### src/rtl/tpu_mac_pkg.sv
// Shared constants and element helpers for the matrix-MAC front end.
// A 64-bit word is a 2x2 matrix of 16-bit unsigned elements, row-major from bit 0.
package tpu_mac_pkg;

  localparam int BYTE_W     = 8;
  localparam int WORD_BYTES = 8;
  localparam int ELEM_W     = 16;
  localparam int WORD_W     = 64;
  localparam int CNT_W      = $clog2(WORD_BYTES);

  // Element (r,c) lives at bits [16*(2r+c)+15 : 16*(2r+c)].
  function automatic logic [ELEM_W-1:0] get_elem(input logic [WORD_W-1:0] word,
                                                 input int unsigned r,
                                                 input int unsigned c);
    return word[ELEM_W*(2*r+c) +: ELEM_W];
  endfunction

endpackage

### src/rtl/byte_word_assembler.sv
// Collects eight input bytes little-endian into one word and publishes it as matrix_b,
// with a one-cycle word_done pulse following the edge that completes the word.
module byte_word_assembler
  import tpu_mac_pkg::*;
(
  input  logic              clk,
  input  logic              rst,
  input  logic [BYTE_W-1:0] datos_in,
  input  logic              wr_strobe,
  output logic [WORD_W-1:0] matrix_b,
  output logic              word_done
);

  logic [CNT_W-1:0]  byte_cnt;
  logic [WORD_W-1:0] asm_word;
  logic [WORD_W-1:0] asm_next;

  // Word as it will look once the current byte lands; feeds matrix_b on the last byte.
  always_comb begin
    asm_next = asm_word;
    asm_next[BYTE_W*byte_cnt +: BYTE_W] = datos_in;
  end

  always_ff @(posedge clk) begin
    if (!rst) begin
      byte_cnt  <= '0;
      asm_word  <= '0;
      matrix_b  <= '0;
      word_done <= 1'b0;
    end else begin
      word_done <= 1'b0;
      if (wr_strobe) begin
        asm_word <= asm_next;
        byte_cnt <= byte_cnt + 1'b1;
        if (byte_cnt == CNT_W'(WORD_BYTES - 1)) begin
          matrix_b  <= asm_next;
          word_done <= 1'b1;
        end
      end
    end
  end

endmodule

### src/rtl/tpu_mac_core.sv
// Matrix-MAC front end: byte stream -> alternating A/B 2x2 operands -> A x B,
// accumulated element-wise into acc_out. All element arithmetic is mod 2^16.
module tpu_mac_core
  import tpu_mac_pkg::*;
(
  input  logic              clk,
  input  logic              rst,
  input  logic [BYTE_W-1:0] datos_in,
  input  logic              ena_write,
  input  logic              enable_accu,
  input  logic              clear,
  output logic [WORD_W-1:0] matrix_a,
  output logic [WORD_W-1:0] matrix_b,
  output logic [WORD_W-1:0] product,
  output logic [WORD_W-1:0] acc_out,
  output logic              word_done,
  output logic              a_loaded
);

  // Low 16 bits of a sum of products depend only on the low 16 bits of each term,
  // so evaluating in the 16-bit element width equals full-width then truncate.
  function automatic logic [ELEM_W-1:0] mac_elem(input logic [ELEM_W-1:0] a0,
                                                 input logic [ELEM_W-1:0] b0,
                                                 input logic [ELEM_W-1:0] a1,
                                                 input logic [ELEM_W-1:0] b1);
    return a0 * b0 + a1 * b1;
  endfunction

  function automatic logic [ELEM_W-1:0] wrap_add(input logic [ELEM_W-1:0] x,
                                                 input logic [ELEM_W-1:0] y);
    return x + y;
  endfunction

  logic wr_d;
  logic acc_d;
  logic wr_strobe;
  logic acc_strobe;

  assign wr_strobe  = ena_write & ~wr_d;
  assign acc_strobe = enable_accu & ~acc_d;

  always_ff @(posedge clk) begin
    if (!rst) begin
      wr_d  <= 1'b0;
      acc_d <= 1'b0;
    end else begin
      wr_d  <= ena_write;
      acc_d <= enable_accu;
    end
  end

  byte_word_assembler u_asm (
    .clk       (clk),
    .rst       (rst),
    .datos_in  (datos_in),
    .wr_strobe (wr_strobe),
    .matrix_b  (matrix_b),
    .word_done (word_done)
  );

  // Odd-numbered words become A; the following even-numbered word stays in matrix_b as B.
  always_ff @(posedge clk) begin
    if (!rst) begin
      matrix_a <= '0;
      a_loaded <= 1'b0;
    end else if (word_done) begin
      if (!a_loaded) begin
        matrix_a <= matrix_b;
        a_loaded <= 1'b1;
      end else begin
        a_loaded <= 1'b0;
      end
    end
  end

  always_comb begin
    product = '0;
    for (int unsigned r = 0; r < 2; r++) begin
      for (int unsigned c = 0; c < 2; c++) begin
        product[ELEM_W*(2*r+c) +: ELEM_W] = mac_elem(get_elem(matrix_a, r, 0),
                                                     get_elem(matrix_b, 0, c),
                                                     get_elem(matrix_a, r, 1),
                                                     get_elem(matrix_b, 1, c));
      end
    end
  end

  // Clear wins over a coincident accumulate; no carry crosses element boundaries.
  always_ff @(posedge clk) begin
    if (!rst) begin
      acc_out <= '0;
    end else if (clear) begin
      acc_out <= '0;
    end else if (acc_strobe) begin
      for (int unsigned e = 0; e < 4; e++) begin
        acc_out[ELEM_W*e +: ELEM_W] <= wrap_add(acc_out[ELEM_W*e +: ELEM_W],
                                                product[ELEM_W*e +: ELEM_W]);
      end
    end
  end

endmodule

### config.mk
export PLATFORM = sky130hd
export DESIGN_NAME = tpu_mac_core
export DESIGN_NICKNAME = d
export VERILOG_FILES = /design/src/rtl/tpu_mac_pkg.sv /design/src/rtl/byte_word_assembler.sv /design/src/rtl/tpu_mac_core.sv
export SDC_FILE = /design/constraint.sdc
export NUM_CORES = 2
export LEC_CHECK = 0
export CORE_MARGIN = 1.5
export CORE_UTILIZATION = 42
export DETAILED_ROUTE_END_ITERATION = 6
export PLACE_DENSITY = 0.59
export SYNTH_ARGS = -nofsm -noshare
export SYNTH_HDL_FRONTEND = slang
export SYNTH_SLANG_ARGS = --single-unit
### constraint.sdc
create_clock -name clk -period 15.7 [get_ports clk]
set_input_delay 2.355 -clock clk [delete_from_list [all_inputs] [get_ports clk]]
set_output_delay 2.355 -clock clk [all_outputs]
set_load 0.03 [all_outputs]
==> flow_metrics.env <==
export IMPL_reg2regPathDepth=24
export IMPL_core_area_um2=105000
export IMPL_wl_per_cell_um=21.4
export IMPL_antenna_found_initial=3
export IMPL_syn_cell_area_um2=44800
export IMPL_num_io_pins=271
export IMPL_rr_startpoint="u_asm.matrix_b[50]"
export IMPL_synth_area_leader_cell="fa_1"
export IMPL_grt_use_met2=0.404
export IMPL_cts_tree="built"
export IMPL_hp_start="u_asm.asm_word[0]"
export IMPL_yosys_top_cells_area="fa_1, ha_1, dfxtp_1"
export IMPL_cp_common_cell="fa_1"
export IMPL_ys_ff_latch=263
export IMPL_max_slew_margin=0.213
export IMPL_die_area_um2=109000
export IMPL_cp_start_kind="flop"
export IMPL_path_cells="nand2_1, fa_1, fa_1, fa_1, fa_1, fa_1, fa_1, fa_1, fa_1, inv_1, ha_1, nor3_1, o211ai_1, a31oi_1, o21bai_1, a2111oi_0, nor3_1, xnor2_1, clkdlybuf4s50_1"
export IMPL_violations="design-rule violations"
export IMPL_peakVddDrop_mv=0.0694
export IMPL_worstSetupPathType="reg -> out"
export IMPL_regToRegEndpoint="acc_out[31]"
export IMPL_clk_pin_slew_worst_paths_ns=0.06
export IMPL_whs_ns=0.467
export IMPL_power_leakage_nw=24.2
export IMPL_dp_hpwl_um=107000
export IMPL_synthCells=5206
export IMPL_crit_family="adder cells"
export IMPL_globalplace_congestion=0.885
export IMPL_rows=119
export IMPL_die_h_um=329
export IMPL_power_density_nw_per_um2=35.2
export IMPL_grt_usage=0.271
export IMPL_holdPathStages=2
export IMPL_areaGrowthSynthToFinish_pct=12.2
export IMPL_slowest_delay_ns=1.02
export IMPL_fin_setup_tns_ns=0
export IMPL_synth_most_common_cell="nand2_1"
export IMPL_syn_nets=6394
export IMPL_post_drt_via_cell_ratio=5.21
export IMPL_wirelength_um=144000
export IMPL_grt_pass1_vias=35800
export IMPL_drive_above_1_share=0.0337
export IMPL_insertion_delay_ns=0.64
export IMPL_cts_root_buf="clkbuf_16"
export IMPL_critPathBufInv=2
export IMPL_grt_util_met1=0.393
export IMPL_post_synth_cell_area_avg_um2=8.60
export IMPL_postRouteAntennaNets=0
export IMPL_synth_top_area_frac=0.331
export IMPL_outcome="finished with violations"
export IMPL_critical_path_arrival_ns=8.51
export IMPL_dieWidth_um=329
export IMPL_h_tree_depth=2
export IMPL_setup_viol=0
export IMPL_initial_core_util=0.425
export IMPL_rsz0062_at_grt="no"
export IMPL_grt_max_degree=103
export IMPL_critical_path_slowest_cell="dfxtp_1"
export IMPL_synth_edff_count=0
export IMPL_cts_made_buffers=38
export IMPL_ys_async_sr_fraction=0
export IMPL_tightest_slew_ns=1.18
export IMPL_max_clock_path_buffers=3
export IMPL_end_kind="output pin"
export IMPL_grt_pass1_wl_um=222000
export IMPL_slew_viol_final=0
export IMPL_hp_class="reg -> reg"
export IMPL_cp_max_fo=22
export IMPL_layout_min_cycle_time_ns=10.87
export IMPL_drtIter0Drc=2588
export IMPL_skew_ns=0.0566
export IMPL_hold_violations=0
export IMPL_vias=35100
export IMPL_cp_data_required_time_ns=13.35
export IMPL_io_buffers=270
export IMPL_hold_buffers=0
export IMPL_ys_flop_type="dfxtp_1"
export IMPL_min_to="u_asm.asm_word[0]"
export IMPL_cap_viol_max_count=0
export IMPL_cts_resized_gates=0
export IMPL_synth_cell_types=53
export IMPL_drc=42
export IMPL_numClockSinks=263
export IMPL_grtUsageMet3=0.0572
export IMPL_ys_seq_area_frac=0.118
export IMPL_gr_max_usage_layer="met2"
export IMPL_grt_ovfl_total=0
export IMPL_min_period_over_period=0.692
export IMPL_cts_setup_buffers=0
export IMPL_post_route_util=0.477
export IMPL_fmax_ghz=0.0920
export IMPL_synthTopCellsByCount="nand2_1, inv_1, fa_1"
export IMPL_nets=6503
export IMPL_synth_warnings=0
export IMPL_regToRegSetupSlack_ns=6.38
export IMPL_dr_pass1_iters=7
## sequential cells by signal, summed over array words and instances, names as in the netlist
register	count
a_loaded	1
u_asm.word_done	1
wr_d	1
acc_d	1
matrix_a	64
acc_out	64
u_asm.asm_word	64
u_asm.byte_cnt	3
u_asm.matrix_b	64
## how the worst max path moves through the flow
stage                   to          startpoint  cells after the start
6_report       product[63]        matrix_a[38]                     19
5_1_grt        product[63]        matrix_a[38]                     19
3_3_place_gp   product[30]  u_asm.matrix_b[50]                     19
4_1_cts        product[63]        matrix_a[38]                     19
2_1_floorplan  product[63]        matrix_a[39]                     20
3_5_place_dp   product[63]        matrix_a[38]                     19
## power breakdown
part | internal [mW] | switching (mW) | total, mW
sequential | 0.679 | 0.00719 | 0.686
clock | 0.595 | 0.399 | 0.994
combinational | 0.0296 | 0.0587 | 0.0883
## cell usage in the layout (no fill, tap or decap), types with 16 or more instances in the layout
master and count:
xnor2_1 262, nand2_1 960, clkbuf_16 38, clkdlybuf4s50_1 269, nor2_1 120, fa_1 740, inv_1 923, a21oi_1 146
o21bai_1 23, dfxtp_1 261, o21ai_0 38, a21o_1 18, a21boi_0 83, ha_1 435, mux2i_1 16, nor3_1 25
buf_4 97, o211a_1 112, xor2_1 60, and2_1 552
## logic make-up after synthesis
group	Yosys count	synth area share
DFF	263	0.118
buffers and inverters	1221	0.103
muxes	16	0.00358
xor gates and xnor gates	329	0.0661
AOI/OAI and AO/OA	488	0.0788
and+or+nand+nor	1714	0.178
adders and majority gates	1175	0.453
## worst register-to-register path, stage by stage, from the launching register on
cell and delay, ns:
dfxtp_1 0.75, buf_4 0.43, nand2_1 0.15, fa_1 0.53, fa_1 0.55, inv_1 0.05
fa_1 0.50, inv_1 0.05, fa_1 0.53, inv_1 0.05, fa_1 0.51, fa_1 0.44
fa_1 0.54, fa_1 0.42, ha_1 0.40, nand2_1 0.07, o21ai_0 0.40, o41ai_1 0.14
xnor2_1 0.57, ha_1 0.27, inv_1 0.07, o31ai_1 0.81, xnor2_1 0.43, or3_1 0.41
a21oi_1 0.14
## layer usage
layer	up-vias	part of all wire
li1	15900	-
met1	17600	0.46
met2	1361	0.42
met3	209	0.090
met4	0	0.034
met5	-	0
## cell type report
cell class / count / area, um^2
repair buffers: 367 / 3430
multi-input cells: 3722 / 34900
diodes: 1 / 2.50
clock inverters: 17 / 308
clock buffers: 53 / 1100
fillers: 10300 / 55200
well taps: 1391 / 1740
flip-flops and latches: 263 / 5270
inverters: 923 / 3460
## metrics by stage
step | worst slack (ns) | total power, mW | instances | area [um^2]
2_1_floorplan | 6.31 | 0.759 | 5206 | 44800
3_3_place_gp | 5.55 | 0.787 | 6666 | 48800
3_5_place_dp | 5.40 | 0.788 | 6666 | 48800
4_1_cts | 4.75 | 1.79 | 6736 | 50200
5_1_grt | 4.40 | 1.82 | 6736 | 50200
6_report | 4.83 | 1.77 | 6737 | 50200
(Power assumes the default switching activity.)
